===== config.mk =====
export PLATFORM = sky130hd
export DESIGN_NAME = noc_ring_route_unit_flat
export DESIGN_NICKNAME = d
export VERILOG_FILES = /design/src/rtl/noc_pkg.sv /design/src/rtl/noc_ring_route_unit_if.sv /design/src/rtl/rl_fifo.sv /design/src/rtl/noc_ring_route_unit.sv /design/src/flat_wrapper.sv
export SDC_FILE = /design/constraint.sdc
export NUM_CORES = 1
export LEC_CHECK = 0
export CORE_UTILIZATION = 45
export DETAILED_ROUTE_END_ITERATION = 8
export PLACE_DENSITY = 0.72
export SETUP_SLACK_MARGIN = 0.2
export SLEW_MARGIN = 10
export SYNTH_ARGS = -nofsm -noshare
export SYNTH_HDL_FRONTEND = slang
export SYNTH_SLANG_ARGS = --single-unit
export TNS_END_PERCENT = 20

===== constraint.sdc =====
create_clock -name clk -period 2.4 [get_ports clk]
set_input_delay 0.48 -clock clk [delete_from_list [all_inputs] [get_ports clk]]
set_output_delay 0.48 -clock clk [all_outputs]
set_load 0.05 [all_outputs]

===== src/rtl/noc_pkg.sv =====
// Shared routing definitions for the ring router node: route classes, flit field
// offsets and the shortest-modular-distance route decision.
package noc_pkg;

  typedef enum logic [1:0] {RT_LOC, RT_CW, RT_CCW, RT_DROP} route_e;

  localparam int TYPE_BIT = 0;
  localparam int DEST_LSB = 1;

  // Distance is measured clockwise from src; an exact half-ring tie is sent clockwise.
  function automatic route_e route_calc(input int dest, input int src, input int nodes);
    int diff;
    if (dest >= nodes) return RT_DROP;
    diff = (dest >= src) ? dest - src : dest + nodes - src;
    if (diff == 0) return RT_LOC;
    if (diff <= nodes / 2) return RT_CW;
    return RT_CCW;
  endfunction

endpackage


===== src/rtl/noc_ring_route_unit_if.sv =====
// Valid/ready flit channel used for every stream entering or leaving the route unit.
interface noc_ring_route_unit_if #(parameter int WIDTH = 11);

  logic             valid;
  logic             ready;
  logic [WIDTH-1:0] data;

  modport master (output valid, output data, input ready);
  modport slave  (input valid, input data, output ready);

endinterface


===== src/rtl/rl_fifo.sv =====
// Valid/ready synchronous FIFO with occupancy-count full/empty; the output data
// holds the last delivered flit while the FIFO is empty.
module rl_fifo #(
  parameter int WIDTH = 11,
  parameter int DEPTH = 2
) (
  input  logic             clk,
  input  logic             rst,
  input  logic             in_valid,
  output logic             in_ready,
  input  logic [WIDTH-1:0] in_data,
  output logic             out_valid,
  input  logic             out_ready,
  output logic [WIDTH-1:0] out_data
);

  localparam int PTR_W = (DEPTH > 1) ? $clog2(DEPTH) : 1;
  localparam int OCC_W = $clog2(DEPTH + 1);

  logic [WIDTH-1:0] mem [DEPTH];
  logic [PTR_W-1:0] rd_ptr, wr_ptr;
  logic [OCC_W-1:0] count;
  logic [WIDTH-1:0] last_q;
  logic             full, empty, push, pop;

  // Pointers wrap explicitly so DEPTH need not be a power of two.
  function automatic logic [PTR_W-1:0] nxt_ptr(input logic [PTR_W-1:0] p);
    return (p == PTR_W'(DEPTH - 1)) ? '0 : p + 1'b1;
  endfunction

  assign full      = (count == OCC_W'(DEPTH));
  assign empty     = (count == '0);
  assign in_ready  = !full;
  assign out_valid = !empty;
  assign push      = in_valid && !full;
  assign pop       = out_valid && out_ready;
  assign out_data  = empty ? last_q : mem[rd_ptr];

  always_ff @(posedge clk or posedge rst) begin
    if (rst) begin
      rd_ptr <= '0;
      wr_ptr <= '0;
      count  <= '0;
      last_q <= '0;
    end else begin
      if (push) wr_ptr <= nxt_ptr(wr_ptr);
      if (pop) begin
        rd_ptr <= nxt_ptr(rd_ptr);
        last_q <= mem[rd_ptr];
      end
      if (push && !pop)      count <= count + 1'b1;
      else if (!push && pop) count <= count - 1'b1;
    end
  end

  always_ff @(posedge clk) begin
    if (push) mem[wr_ptr] <= in_data;
  end

endmodule


===== src/rtl/noc_ring_route_unit.sv =====
// Ring router node routing stage: destination decode, per-output buffering with
// backpressure, illegal-destination drop counting and the arbiter return path.
module noc_ring_route_unit
  import noc_pkg::*;
#(
  parameter int WIDTH     = 11,
  parameter int ADDR_W    = 3,
  parameter int NUM_NODES = 8,
  parameter int SRC_ID    = 1,
  parameter int DEPTH     = 2,
  parameter int CNT_W     = 8
) (
  input  logic                 clk,
  input  logic                 rst,
  noc_ring_route_unit_if.slave  in_if,
  noc_ring_route_unit_if.master loc_if,
  noc_ring_route_unit_if.master cw_if,
  noc_ring_route_unit_if.master ccw_if,
  noc_ring_route_unit_if.slave  arb_if,
  noc_ring_route_unit_if.master rl_if,
  output logic [CNT_W-1:0]     drop_cnt
);

  logic [ADDR_W-1:0] dest;
  route_e            route;
  logic              loc_free, cw_free, ccw_free;
  logic              in_ready, accept;

  function automatic logic [CNT_W-1:0] sat_inc(input logic [CNT_W-1:0] v);
    return (v == {CNT_W{1'b1}}) ? v : v + CNT_W'(1);
  endfunction

  assign dest  = in_if.data[DEST_LSB +: ADDR_W];
  assign route = route_calc(int'(dest), SRC_ID, NUM_NODES);

  // Readiness comes from start-of-cycle occupancy of the selected FIFO only.
  always_comb begin
    in_ready = 1'b1;
    case (route)
      RT_LOC:  in_ready = loc_free;
      RT_CW:   in_ready = cw_free;
      RT_CCW:  in_ready = ccw_free;
      default: in_ready = 1'b1;
    endcase
  end

  assign in_if.ready = in_ready;
  assign accept      = in_if.valid && in_ready;

  rl_fifo #(.WIDTH(WIDTH), .DEPTH(DEPTH)) u_loc (
    .clk(clk), .rst(rst),
    .in_valid(accept && (route == RT_LOC)), .in_ready(loc_free), .in_data(in_if.data),
    .out_valid(loc_if.valid), .out_ready(loc_if.ready), .out_data(loc_if.data)
  );

  rl_fifo #(.WIDTH(WIDTH), .DEPTH(DEPTH)) u_cw (
    .clk(clk), .rst(rst),
    .in_valid(accept && (route == RT_CW)), .in_ready(cw_free), .in_data(in_if.data),
    .out_valid(cw_if.valid), .out_ready(cw_if.ready), .out_data(cw_if.data)
  );

  rl_fifo #(.WIDTH(WIDTH), .DEPTH(DEPTH)) u_ccw (
    .clk(clk), .rst(rst),
    .in_valid(accept && (route == RT_CCW)), .in_ready(ccw_free), .in_data(in_if.data),
    .out_valid(ccw_if.valid), .out_ready(ccw_if.ready), .out_data(ccw_if.data)
  );

  rl_fifo #(.WIDTH(WIDTH), .DEPTH(DEPTH)) u_arb (
    .clk(clk), .rst(rst),
    .in_valid(arb_if.valid), .in_ready(arb_if.ready), .in_data(arb_if.data),
    .out_valid(rl_if.valid), .out_ready(rl_if.ready), .out_data(rl_if.data)
  );

  always_ff @(posedge clk or posedge rst) begin
    if (rst) drop_cnt <= '0;
    else if (accept && (route == RT_DROP)) drop_cnt <= sat_inc(drop_cnt);
  end

endmodule


===== src/flat_wrapper.sv =====
// flat-port wrapper written by rule: the top's interface ports become plain ports
module noc_ring_route_unit_flat import noc_pkg::*;
#(
  parameter int WIDTH     = 11,
  parameter int ADDR_W    = 3,
  parameter int NUM_NODES = 8,
  parameter int SRC_ID    = 1,
  parameter int DEPTH     = 2,
  parameter int CNT_W     = 8
)
  (clk, rst, drop_cnt, in_if_valid, in_if_data, in_if_ready, loc_if_valid, loc_if_data, loc_if_ready, cw_if_valid, cw_if_data, cw_if_ready, ccw_if_valid, ccw_if_data, ccw_if_ready, arb_if_valid, arb_if_data, arb_if_ready, rl_if_valid, rl_if_data, rl_if_ready);
  noc_ring_route_unit_if #(.WIDTH(WIDTH)) in_if_i ();
  noc_ring_route_unit_if #(.WIDTH(WIDTH)) loc_if_i ();
  noc_ring_route_unit_if #(.WIDTH(WIDTH)) cw_if_i ();
  noc_ring_route_unit_if #(.WIDTH(WIDTH)) ccw_if_i ();
  noc_ring_route_unit_if #(.WIDTH(WIDTH)) arb_if_i ();
  noc_ring_route_unit_if #(.WIDTH(WIDTH)) rl_if_i ();
  input  logic clk;
  input  logic rst;
  output logic [CNT_W-1:0] drop_cnt;
  input wire logic [$bits(in_if_i.valid)-1:0] in_if_valid;
  input wire logic [$bits(in_if_i.data)-1:0] in_if_data;
  output wire logic [$bits(in_if_i.ready)-1:0] in_if_ready;
  output wire logic [$bits(loc_if_i.valid)-1:0] loc_if_valid;
  output wire logic [$bits(loc_if_i.data)-1:0] loc_if_data;
  input wire logic [$bits(loc_if_i.ready)-1:0] loc_if_ready;
  output wire logic [$bits(cw_if_i.valid)-1:0] cw_if_valid;
  output wire logic [$bits(cw_if_i.data)-1:0] cw_if_data;
  input wire logic [$bits(cw_if_i.ready)-1:0] cw_if_ready;
  output wire logic [$bits(ccw_if_i.valid)-1:0] ccw_if_valid;
  output wire logic [$bits(ccw_if_i.data)-1:0] ccw_if_data;
  input wire logic [$bits(ccw_if_i.ready)-1:0] ccw_if_ready;
  input wire logic [$bits(arb_if_i.valid)-1:0] arb_if_valid;
  input wire logic [$bits(arb_if_i.data)-1:0] arb_if_data;
  output wire logic [$bits(arb_if_i.ready)-1:0] arb_if_ready;
  output wire logic [$bits(rl_if_i.valid)-1:0] rl_if_valid;
  output wire logic [$bits(rl_if_i.data)-1:0] rl_if_data;
  input wire logic [$bits(rl_if_i.ready)-1:0] rl_if_ready;
  assign in_if_i.valid = in_if_valid;
  assign in_if_i.data = in_if_data;
  assign in_if_ready = in_if_i.ready;
  assign loc_if_valid = loc_if_i.valid;
  assign loc_if_data = loc_if_i.data;
  assign loc_if_i.ready = loc_if_ready;
  assign cw_if_valid = cw_if_i.valid;
  assign cw_if_data = cw_if_i.data;
  assign cw_if_i.ready = cw_if_ready;
  assign ccw_if_valid = ccw_if_i.valid;
  assign ccw_if_data = ccw_if_i.data;
  assign ccw_if_i.ready = ccw_if_ready;
  assign arb_if_i.valid = arb_if_valid;
  assign arb_if_i.data = arb_if_data;
  assign arb_if_ready = arb_if_i.ready;
  assign rl_if_valid = rl_if_i.valid;
  assign rl_if_data = rl_if_i.data;
  assign rl_if_i.ready = rl_if_ready;
  noc_ring_route_unit #(.WIDTH(WIDTH), .ADDR_W(ADDR_W), .NUM_NODES(NUM_NODES), .SRC_ID(SRC_ID), .DEPTH(DEPTH), .CNT_W(CNT_W)) u_core (.clk(clk), .rst(rst), .in_if(in_if_i), .loc_if(loc_if_i), .cw_if(cw_if_i), .ccw_if(ccw_if_i), .arb_if(arb_if_i), .rl_if(rl_if_i), .drop_cnt(drop_cnt));
endmodule

==> flow_summary.toml <==
[outcome]
status = "finished clean"

[final_layout]
syn_to_final_growth_pct = 41.4
postLayoutCoreUtil = 0.662
antenna_cells = 0
mostFrequentLayoutCells = "edfxtp_1, dfrtp_1, buf_12"
final_common_cell = "edfxtp_1"
drive_above_1_share = 0.283
fin_nets = 628

[floorplan]
die_h_um = 120
initial_core_util = 0.468
core.rowCount = 42
die_w_um = 120
core_mm2 = 0.0134
ios = 88
dieArea_mm2 = 0.0144

[route]
viasPerCell = 5.15
drc = 0
via_count = 4022
wl_per_cell_um = 16.9
first_pass_iters = 4
drt_iter0_drc = 313
ant_nets = 0
wirelength_mm = 13.2

[global_routing]
grt_overflow = 0
grt_pass1_wl_mm = 20.7
grt_util_all_layers = 0.191
grt_pass1_vias = 4123
grt_max_degree = 53
antenna_found_initial = 0

[timing]
fmax_ghz = 0.438
whs_ns = 0.373
setup_viol = 0
hold_violations = 0
finalCritPeriodShare = 0.951
worst_pin_slew_ns = 0.578
fin_worst_skew_ns = 0.00819
max_slew_margin = 0.614
drv_slew = 0
rsz0062_at_grt = "yes"
fin_crit_ns = 2.28

[power_and_ir_drop]
leakage_nw = 3.60
power_mw = 14.5
ir_drop_uv = 1330
powerDensity_mw_per_mm2 = 1640

[critical_path]
critPathKind = "reg2out"
cp.arrival_ns = 1.80
end_kind = "primary output"
cp_max_fo = 24
startpoint = "u_core.u_loc.count[1]"
start_kind = "flop"
crit_required_ns = 1.92
rr_startpoint = "u_core.u_cw.count[0]"

[logic_synthesis]
syn_area_mm2 = 0.00627
avgSynthCellArea_um2 = 13.0
yosysUniqueCellTypes = 30
yosys_register_bits = 156
yosysSeqAreaShare = 0.693
syn-num-nets = 517
synth_cells = 481
synthArstFlopShare = 0.436
ys.flop_type = "edfxtp_1"
synth_edf_count = 88
ys_warn_count = 0

[clocking]
cts_tree = "done"
clock_sinks = 156
cts.root.buffer_cell = "clkbuf_16"
clockBufferDepth = 2
insertion_delay_ns = 0.42
cts_buffers = 17
clk_pin_slew_ns = 0.06
cts_max_level = 4
ctsHoldBuffers = 0

[worst_hold_path]
hold_path_class = "in2async"

[placement]
dpl.hpwl_mm = 8.55
place_congestion = 0.828
port_buffers = 87

[job]
maxCapViolations = 0
repair_timing:
action,in CTS,in global routing
setup endpoints to repair,116,45
gates resized for setup,41,35
pin swaps,8,2
setup buffers,3,1
gates cloned,0,0
cell type report:
class	count	area, um^2
clock buffer	19	433
fill	939	4530
sequential	156	4350
clock inverter	13	164
tap	176	220
inverter	8	30.0
timing repair buffer	124	1710
multi-input combinational	285	1960
synthesized netlist by cell type (5+ instances only):
cell | count | area (um^2)
mux2i_1 | 44 | 440
dfrtp_1 | 68 | 1700
inv_1 | 5 | 18.8
nand2_1 | 46 | 173
clkbuf_1 | 8 | 30.0
o21ai_0 | 7 | 35.0
ha_1 | 6 | 75.1
xnor2_1 | 12 | 105
edfxtp_1 | 88 | 2640
buf_2 | 16 | 80.1
xor2_1 | 8 | 70.1
a21oi_1 | 45 | 225
buf_4 | 6 | 45.0
o21ai_1 | 38 | 190
nor2_1 | 56 | 210
sequential cells by signal, summed over array words and instances (netlist names), 2 cells and up:
signal,cells
u_core.u_ccw.count,2
u_core.u_arb.last_q,11
u_core.u_loc.count,2
u_core.u_arb.mem,22
u_core.drop_cnt,8
u_core.u_ccw.last_q,11
u_core.u_cw.count,2
u_core.u_ccw.mem,22
u_core.u_cw.mem,22
u_core.u_loc.mem,22
u_core.u_arb.count,2
u_core.u_loc.last_q,11
u_core.u_cw.last_q,11
worst paths after layout:
kind	end	slack [ns]	cells past startpoint
setup / recovery	loc_if_data[1]	0.12	4
hold / removal	u_core.u_ccw.last_q[1]	0.37	2
setup reg to reg	u_core.u_cw.count[1]	0.46	6
hold reg to reg	u_core.drop_cnt[5]	0.37	0
max in group asynchronous	u_core.u_loc.count[1]	1.37	3
min in group clk	u_core.drop_cnt[5]	0.37	0
metrics by stage:
step	TNS [ns]	std cells	setup slack [ns]	cell area, um^2
after CTS	0	780	0.0933	8700
after global placement	-25.07	745	-0.478	7980
after detailed placement	-36.92	745	-0.612	7980
final	0	781	0.118	8870
after floorplan	0	481	0.0842	6290
after global routing	0	781	0.0279	8870
cell families after synthesis:
logic type / synth area share
muxes: 0.0702
and+or+nand+nor: 0.0838
DFF: 0.693
adders and majority gates: 0.0120
AOI/OAI and AO/OA: 0.0804
buffers and inverters: 0.0331
xor gates and xnor gates: 0.0279
layer usage:
metal | vias up | routed length, um | global-route usage
met5 | - | 0 | 0
met4 | 0 | 175 | 0.0703
met3 | 15 | 551 | 0.0518
met2 | 108 | 7200 | 0.329
met1 | 1995 | 5280 | 0.227
li1 | 1904 | - | -
report_power, final:
| part | switching, mW | internal (mW) | total [mW] | leakage [nW] |
|---|---|---|---|---|
| clock | 1.07 | 1.64 | 2.72 | 0.290 |
| sequential | 0.495 | 3.57 | 4.07 | 1.64 |
| combinational | 4.34 | 3.41 | 7.75 | 1.67 |
| total | 5.91 | 8.63 | 14.5 | 3.60 |
critical path, stage by stage (launching register included):
cell	delay (ns)
dfrtp_2	0.44
or2_1	0.28
buf_12	0.20
a21oi_1	0.27
buf_12	0.18
Power figures use the tool's default switching activity.
